--- src/rtl/oled_spi_rx_if.sv ---
// Receive-side consumer handshake for oled_spi_rx: FIFO head data, dc_n tag, valid/ready.
interface oled_spi_rx_if;
  logic [7:0] o_rx_data;
  logic       o_rx_dc_n;
  logic       o_rx_valid;
  logic       i_rx_ready;

  modport master (output o_rx_data, output o_rx_dc_n, output o_rx_valid, input  i_rx_ready);
  modport slave  (input  o_rx_data, input  o_rx_dc_n, input  o_rx_valid, output i_rx_ready);
endinterface

--- src/rtl/oled_spi_rx.sv ---
// Snoops the OLED SPI bus (mode 3, MSB first), deserializes bytes tagged with dc_n
// into a first-word-fall-through FIFO, and keeps sticky error flags plus a data-byte count.
module oled_spi_rx #(
  parameter int CLK_FREQ     = 100_000_000,
  parameter int FIFO_DEPTH   = 16,
  parameter int IDLE_TIMEOUT = 1024
) (
  input  logic          i_clk,
  input  logic          i_arst_n,
  input  logic          i_oled_sclk,
  input  logic          i_oled_sdin,
  input  logic          i_oled_dc_n,
  input  logic          i_oled_rst_n,
  input  logic          i_clear_flags,
  oled_spi_rx_if.master rx,
  output logic          o_overflow,
  output logic          o_frame_err,
  output logic [15:0]   o_byte_count
);

  localparam int AW = $clog2(FIFO_DEPTH);
  localparam int CW = $clog2(FIFO_DEPTH + 1);
  localparam int TW = $clog2(IDLE_TIMEOUT + 1);

  logic unused_clk_freq;
  assign unused_clk_freq = ^CLK_FREQ;

  // Bit order in both stages: {sclk, sdin, dc_n, rst_n}
  logic [3:0] sync1, sync2;
  logic       sclk_s, sdin_s, dc_s, disp_s;
  logic       sclk_q, disp_q;

  always_ff @(posedge i_clk or negedge i_arst_n) begin
    if (!i_arst_n) begin
      sync1  <= '0;
      sync2  <= '0;
      sclk_q <= 1'b0;
      disp_q <= 1'b0;
    end else begin
      sync1  <= {i_oled_sclk, i_oled_sdin, i_oled_dc_n, i_oled_rst_n};
      sync2  <= sync1;
      sclk_q <= sclk_s;
      disp_q <= disp_s;
    end
  end

  assign {sclk_s, sdin_s, dc_s, disp_s} = sync2;

  // Requiring display reset inactive for two consecutive samples masks the 0->1 step
  // of the synchronized idle-high SCLK right after i_arst_n release.
  logic disp_run, sclk_rise;
  assign disp_run  = disp_s & disp_q;
  assign sclk_rise = sclk_s & ~sclk_q & disp_run;

  typedef enum logic {IDLE, SHIFT} state_t;

  state_t         state;
  logic [2:0]     bit_cnt;
  logic [6:0]     shreg;
  logic [TW-1:0]  idle_cnt;
  logic           timeout;
  logic           wr_en;
  logic [8:0]     wr_entry;

  assign timeout  = disp_run && (state == SHIFT) && !sclk_rise && (idle_cnt == TW'(IDLE_TIMEOUT - 1));
  assign wr_en    = sclk_rise && (state == SHIFT) && (bit_cnt == 3'd7);
  assign wr_entry = {dc_s, shreg, sdin_s};

  always_ff @(posedge i_clk or negedge i_arst_n) begin
    if (!i_arst_n) begin
      state    <= IDLE;
      bit_cnt  <= '0;
      shreg    <= '0;
      idle_cnt <= '0;
    end else if (!disp_run) begin
      state    <= IDLE;
      bit_cnt  <= '0;
      idle_cnt <= '0;
    end else if (sclk_rise) begin
      shreg    <= {shreg[5:0], sdin_s};
      idle_cnt <= '0;
      if (state == SHIFT && bit_cnt == 3'd7) begin
        state   <= IDLE;
        bit_cnt <= '0;
      end else begin
        state   <= SHIFT;
        bit_cnt <= bit_cnt + 3'd1;
      end
    end else if (state == SHIFT) begin
      if (timeout) begin
        state    <= IDLE;
        bit_cnt  <= '0;
        idle_cnt <= '0;
      end else begin
        idle_cnt <= idle_cnt + TW'(1);
      end
    end
  end

  logic [8:0]    mem [FIFO_DEPTH];
  logic [AW-1:0] rd_ptr, wr_ptr;
  logic [CW-1:0] fill;
  logic          valid, full, pop, push_ok, drop;
  logic [8:0]    head;

  assign valid   = (fill != '0);
  assign full    = (fill == CW'(FIFO_DEPTH));
  assign pop     = valid & rx.i_rx_ready;
  // A pop on the same edge frees the slot, so a write into a full FIFO still lands.
  assign push_ok = wr_en & (~full | pop);
  assign drop    = wr_en & full & ~pop;
  assign head    = mem[rd_ptr];

  always_ff @(posedge i_clk) begin
    if (push_ok) mem[wr_ptr] <= wr_entry;
  end

  always_ff @(posedge i_clk or negedge i_arst_n) begin
    if (!i_arst_n) begin
      rd_ptr <= '0;
      wr_ptr <= '0;
      fill   <= '0;
    end else begin
      if (push_ok) wr_ptr <= wr_ptr + AW'(1);
      if (pop)     rd_ptr <= rd_ptr + AW'(1);
      case ({push_ok, pop})
        2'b10:   fill <= fill + CW'(1);
        2'b01:   fill <= fill - CW'(1);
        default: fill <= fill;
      endcase
    end
  end

  assign rx.o_rx_valid = valid;
  assign rx.o_rx_data  = valid ? head[7:0] : '0;
  assign rx.o_rx_dc_n  = valid ? head[8]   : 1'b0;

  always_ff @(posedge i_clk or negedge i_arst_n) begin
    if (!i_arst_n) begin
      o_overflow   <= 1'b0;
      o_frame_err  <= 1'b0;
      o_byte_count <= '0;
    end else begin
      o_overflow  <= drop    | (o_overflow  & ~i_clear_flags);
      o_frame_err <= timeout | (o_frame_err & ~i_clear_flags);
      if (push_ok && wr_entry[8]) o_byte_count <= o_byte_count + 16'd1;
    end
  end

endmodule
--- src/flat_wrapper.sv ---
// flat-port wrapper written by rule: the top's interface ports become plain ports
module oled_spi_rx_flat 
#(
  parameter int CLK_FREQ     = 100_000_000,
  parameter int FIFO_DEPTH   = 16,
  parameter int IDLE_TIMEOUT = 1024
)
  (i_clk, i_arst_n, i_oled_sclk, i_oled_sdin, i_oled_dc_n, i_oled_rst_n, i_clear_flags, o_overflow, o_frame_err, o_byte_count, rx_o_rx_data, rx_o_rx_dc_n, rx_o_rx_valid, rx_i_rx_ready);
  oled_spi_rx_if rx_i ();
  input  logic i_clk;
  input  logic i_arst_n;
  input  logic i_oled_sclk;
  input  logic i_oled_sdin;
  input  logic i_oled_dc_n;
  input  logic i_oled_rst_n;
  input  logic i_clear_flags;
  output logic o_overflow;
  output logic o_frame_err;
  output logic [15:0] o_byte_count;
  output wire logic [$bits(rx_i.o_rx_data)-1:0] rx_o_rx_data;
  output wire logic [$bits(rx_i.o_rx_dc_n)-1:0] rx_o_rx_dc_n;
  output wire logic [$bits(rx_i.o_rx_valid)-1:0] rx_o_rx_valid;
  input wire logic [$bits(rx_i.i_rx_ready)-1:0] rx_i_rx_ready;
  assign rx_o_rx_data = rx_i.o_rx_data;
  assign rx_o_rx_dc_n = rx_i.o_rx_dc_n;
  assign rx_o_rx_valid = rx_i.o_rx_valid;
  assign rx_i.i_rx_ready = rx_i_rx_ready;
  oled_spi_rx #(.CLK_FREQ(CLK_FREQ), .FIFO_DEPTH(FIFO_DEPTH), .IDLE_TIMEOUT(IDLE_TIMEOUT)) u_core (.i_clk(i_clk), .i_arst_n(i_arst_n), .i_oled_sclk(i_oled_sclk), .i_oled_sdin(i_oled_sdin), .i_oled_dc_n(i_oled_dc_n), .i_oled_rst_n(i_oled_rst_n), .i_clear_flags(i_clear_flags), .rx(rx_i), .o_overflow(o_overflow), .o_frame_err(o_frame_err), .o_byte_count(o_byte_count));
endmodule
--- config.mk ---
export PLATFORM = sky130hd
export DESIGN_NAME = oled_spi_rx_flat
export DESIGN_NICKNAME = d
export VERILOG_FILES = /design/src/rtl/oled_spi_rx_if.sv /design/src/rtl/oled_spi_rx.sv /design/src/flat_wrapper.sv
export SDC_FILE = /design/constraint.sdc
export NUM_CORES = 1
export LEC_CHECK = 0
export ABC_AREA = 0
export CAP_MARGIN = 20
export CORE_MARGIN = 2
export CORE_UTILIZATION = 60
export DETAILED_ROUTE_END_ITERATION = 12
export PLACE_DENSITY = 0.77
export SLEW_MARGIN = 20
export SYNTH_ARGS = -nofsm -noshare
export SYNTH_HDL_FRONTEND = slang
export SYNTH_SLANG_ARGS = --single-unit
export TNS_END_PERCENT = 20
--- constraint.sdc ---
create_clock -name i_clk -period 3.4 [get_ports i_clk]
set_input_delay 0.68 -clock i_clk [delete_from_list [all_inputs] [get_ports i_clk]]
set_output_delay 0.68 -clock i_clk [all_outputs]
set_load 0.02 [all_outputs]
==> flow_metrics.py <==
metrics = {
    "critical_path": {
        "cp-end-kind": "primary output",
        "crit_chain": "buf_4 > clkbuf_16 > mux4_2 > mux4_2 > nor2b_1 > dlygate4sd2_1",
        "critical-path-max-stage-delay_ns": 0.52,
        "path_max_fanout": 8,
        "ff2ff_setup_slack_ns": 0.69,
        "crit_type": "flip-flop to primary output",
        "crit_slowest_cell": "mux4_2",
        "r2r_start": "u_core.fill[1]$_DFFE_PN0P_",
        "arrival_ns": 2.68,
        "path_common_cell": "mux4_2",
        "critPathLaunch": "u_core.rd_ptr[0]$_DFFE_PN0P_",
        "start_kind": "flip-flop",
        "crit_required_ns": 2.72,
    },
    "grt": {
        "grt_pass1_wl_um": 26800,
        "grt_max_degree": 54,
        "antenna_found_initial": 0,
        "grt_pass1_vias": 4822,
        "grt-ovfl-total": 0,
        "grt_util_all_layers": 0.245,
    },
    "final_layout": {
        "layoutNonFillerInstCount": 746,
        "antennaDiodeCount": 0,
        "layout-drive-gt1-share": 0.201,
        "utilization": 0.714,
        "syn2layout_area_growth_pct": 17.2,
        "final_common_cell": "edfxtp_1",
        "final_cell_mix": "edfxtp_1 (144), dfrtp_1 (62), mux4_2 (45)",
        "num-nets-final": 570,
        "num-fill-cells": 896,
    },
    "die": {
        "io_pins": 36,
        "die_h_um": 122,
        "initial_utilization": 0.609,
        "dieArea_um2": 14900,
        "row_count": 43,
        "core_um2": 13800,
        "fp.dieW_um": 122,
    },
    "power": {
        "power_mw": 7.02,
        "powerDensity_nw_per_um2": 714,
        "vdd_drop_max_mv": 0.523,
        "leakagePower_nw": 3.65,
    },
    "yosys": {
        "netlist_area_um2": 8390,
        "syn_area_per_cell_um2": 17.4,
        "synth_edf_count": 144,
        "synth_cell_types": 48,
        "yosysWarningCount": 0,
        "ys_seq_area_frac": 0.704,
        "async_reset_ff_frac": 0.304,
        "yosys_register_bits": 207,
        "syn_inst": 483,
        "synth_nets": 502,
        "synthFlopType": "edfxtp_1",
    },
    "clock_tree": {
        "htree_levels": 1,
        "cts-root-buf": "clkbuf_16",
        "cts_buffers": 22,
        "cts_tree": "built",
        "clock_path_buffers": 3,
        "clk_latency_ns": 0.49,
        "clkTransAtPathRegs_ns": 0.06,
        "cts_sinks": 207,
    },
    "outcome": {
        "status": "completed",
    },
    "detailed_routing": {
        "drc": 0,
        "wl_um": 17400,
        "vias": 4482,
        "ant_nets": 0,
        "via_per_inst": 6.01,
        "wire_per_inst_um": 23.4,
        "first_pass_iters": 5,
        "first_iter_violations": 464,
    },
    "job": {
        "max_cap_violations": 0,
    },
    "hold_path": {
        "hold_class": "primary input to async pin",
    },
    "timing": {
        "hold_violations": 0,
        "fin_crit_ns": 3.36,
        "relSlewSlack": 0.509,
        "whs_ns": 0.0453,
        "fmax_mhz": 298,
        "setup_violations": 0,
        "tightest_slew_ns": 0.730,
        "period_share": 0.987,
        "clock_skew_ns": 0.00566,
        "maxSlewViolCount": 0,
    },
    "placed_design": {
        "routabilityCongestion": 0.830,
        "dp.cells": 700,
        "hpwl_um": 10200,
        "io_buffers": 35,
    },
}
[synthesized netlist by cell type (10+ instances only)]
| cell type | count | area share |
|---|---|---|
| and2_1 | 12 | 0.0090 |
| and3_1 | 11 | 0.0082 |
| dfrtp_1 | 63 | 0.19 |
| edfxtp_1 | 144 | 0.52 |
| ha_1 | 11 | 0.016 |
| inv_1 | 10 | 0.0045 |
| mux4_2 | 45 | 0.12 |
| nand2_1 | 41 | 0.018 |
| nand3_1 | 17 | 0.010 |
| nor2_1 | 22 | 0.0098 |
| xnor2_1 | 22 | 0.023 |
| xor2_1 | 10 | 0.010 |
[state kept, by name, indices dropped and copies added, names as in the netlist]
| name | flops |
|---|---|
| u_core.bit_cnt | 3 |
| u_core.disp_q | 1 |
| u_core.fill | 5 |
| u_core.idle_cnt | 11 |
| u_core.mem | 144 |
| u_core.o_byte_count | 16 |
| u_core.o_frame_err | 1 |
| u_core.o_overflow | 1 |
| u_core.rd_ptr | 4 |
| u_core.sclk_q | 1 |
| u_core.shreg | 7 |
| u_core.state | 1 |
| u_core.sync1 | 4 |
| u_core.sync2 | 4 |
| u_core.wr_ptr | 4 |
[per-stage QoR]
step / area (µm²) / setup slack (ns) / TNS [ns]
final: 9830 / 0.0434 / 0
after floorplan: 8390 / 0.828 / 0
after global placement: 9040 / 0.240 / 0
after CTS: 9760 / 0.0266 / 0
after detailed placement: 9040 / 0.231 / 0
after global routing: 9830 / -0.0204 / -0.0204
[logic make-up after synthesis]
logic type               Yosys count  synth area share
AO/OA/AOI/OAI                     20            0.0187
XOR/XNOR                          32            0.0334
adder cells (fa/ha/maj)           11            0.0164
buffers and inverters             23            0.0137
flip-flops                       207             0.704
multiplexers                      51             0.129
AND/OR/NAND/NOR                  139            0.0851
[critical path, delay by kind of cell (launching register included)]
| family | cells | cell delay [ns] |
|---|---|---|
| buffers and inverters | 3 | 0.64 |
| DFF | 1 | 0.37 |
| muxes | 2 | 1.03 |
| and+or+nand+nor | 1 | 0.15 |
[report_power, final]
group          leakage (nW)  total (mW)  switching [mW]  internal [mW]
logic                  1.14        1.69           0.750          0.944
clock network         0.346        2.30           0.943           1.36
registers              2.16        3.03           0.197           2.83
[final cells by class]
cell class	count	area, µm²	area share
clock buffers	25	604	0.0615
clock inverters	14	106	0.0108
inverters	10	37.5	0.00382
multi-input cells	253	2370	0.241
flip-flops and latches	207	5900	0.600
well taps	180	225	0.0229
repair buffers	57	584	0.0594
[per-layer routing]
layer	wire [µm]	track usage	up-vias
met5	0	0	-
met4	765	0.116	0
met3	1090	0.0428	52
met2	8840	0.407	172
met1	6750	0.319	2267
li1	-	-	1991
[worst paths after layout]
check | cells after the start | to
min in group i_clk | 0 | u_core.sync2[2]$_DFF_PN0_
worst min-delay path | 1 | u_core.idle_cnt[4]$_DFFE_PN0P_
worst max register to register | 9 | u_core.fill[4]$_DFFE_PN0P_
worst min register to register | 0 | u_core.sync2[2]$_DFF_PN0_
worst max-delay path | 6 | rx_o_rx_data[0]
max in group asynchronous | 2 | u_core.rd_ptr[0]$_DFFE_PN0P_
[repair_timing]
item | CTS | global route
buffers inserted | 2 | 3
hold buffers | 0 | 0
endpoints found under the setup margin | 9 | 2
cloned | 0 | 2
gates resized for setup | 9 | 0
(Power assumes the default switching activity.)
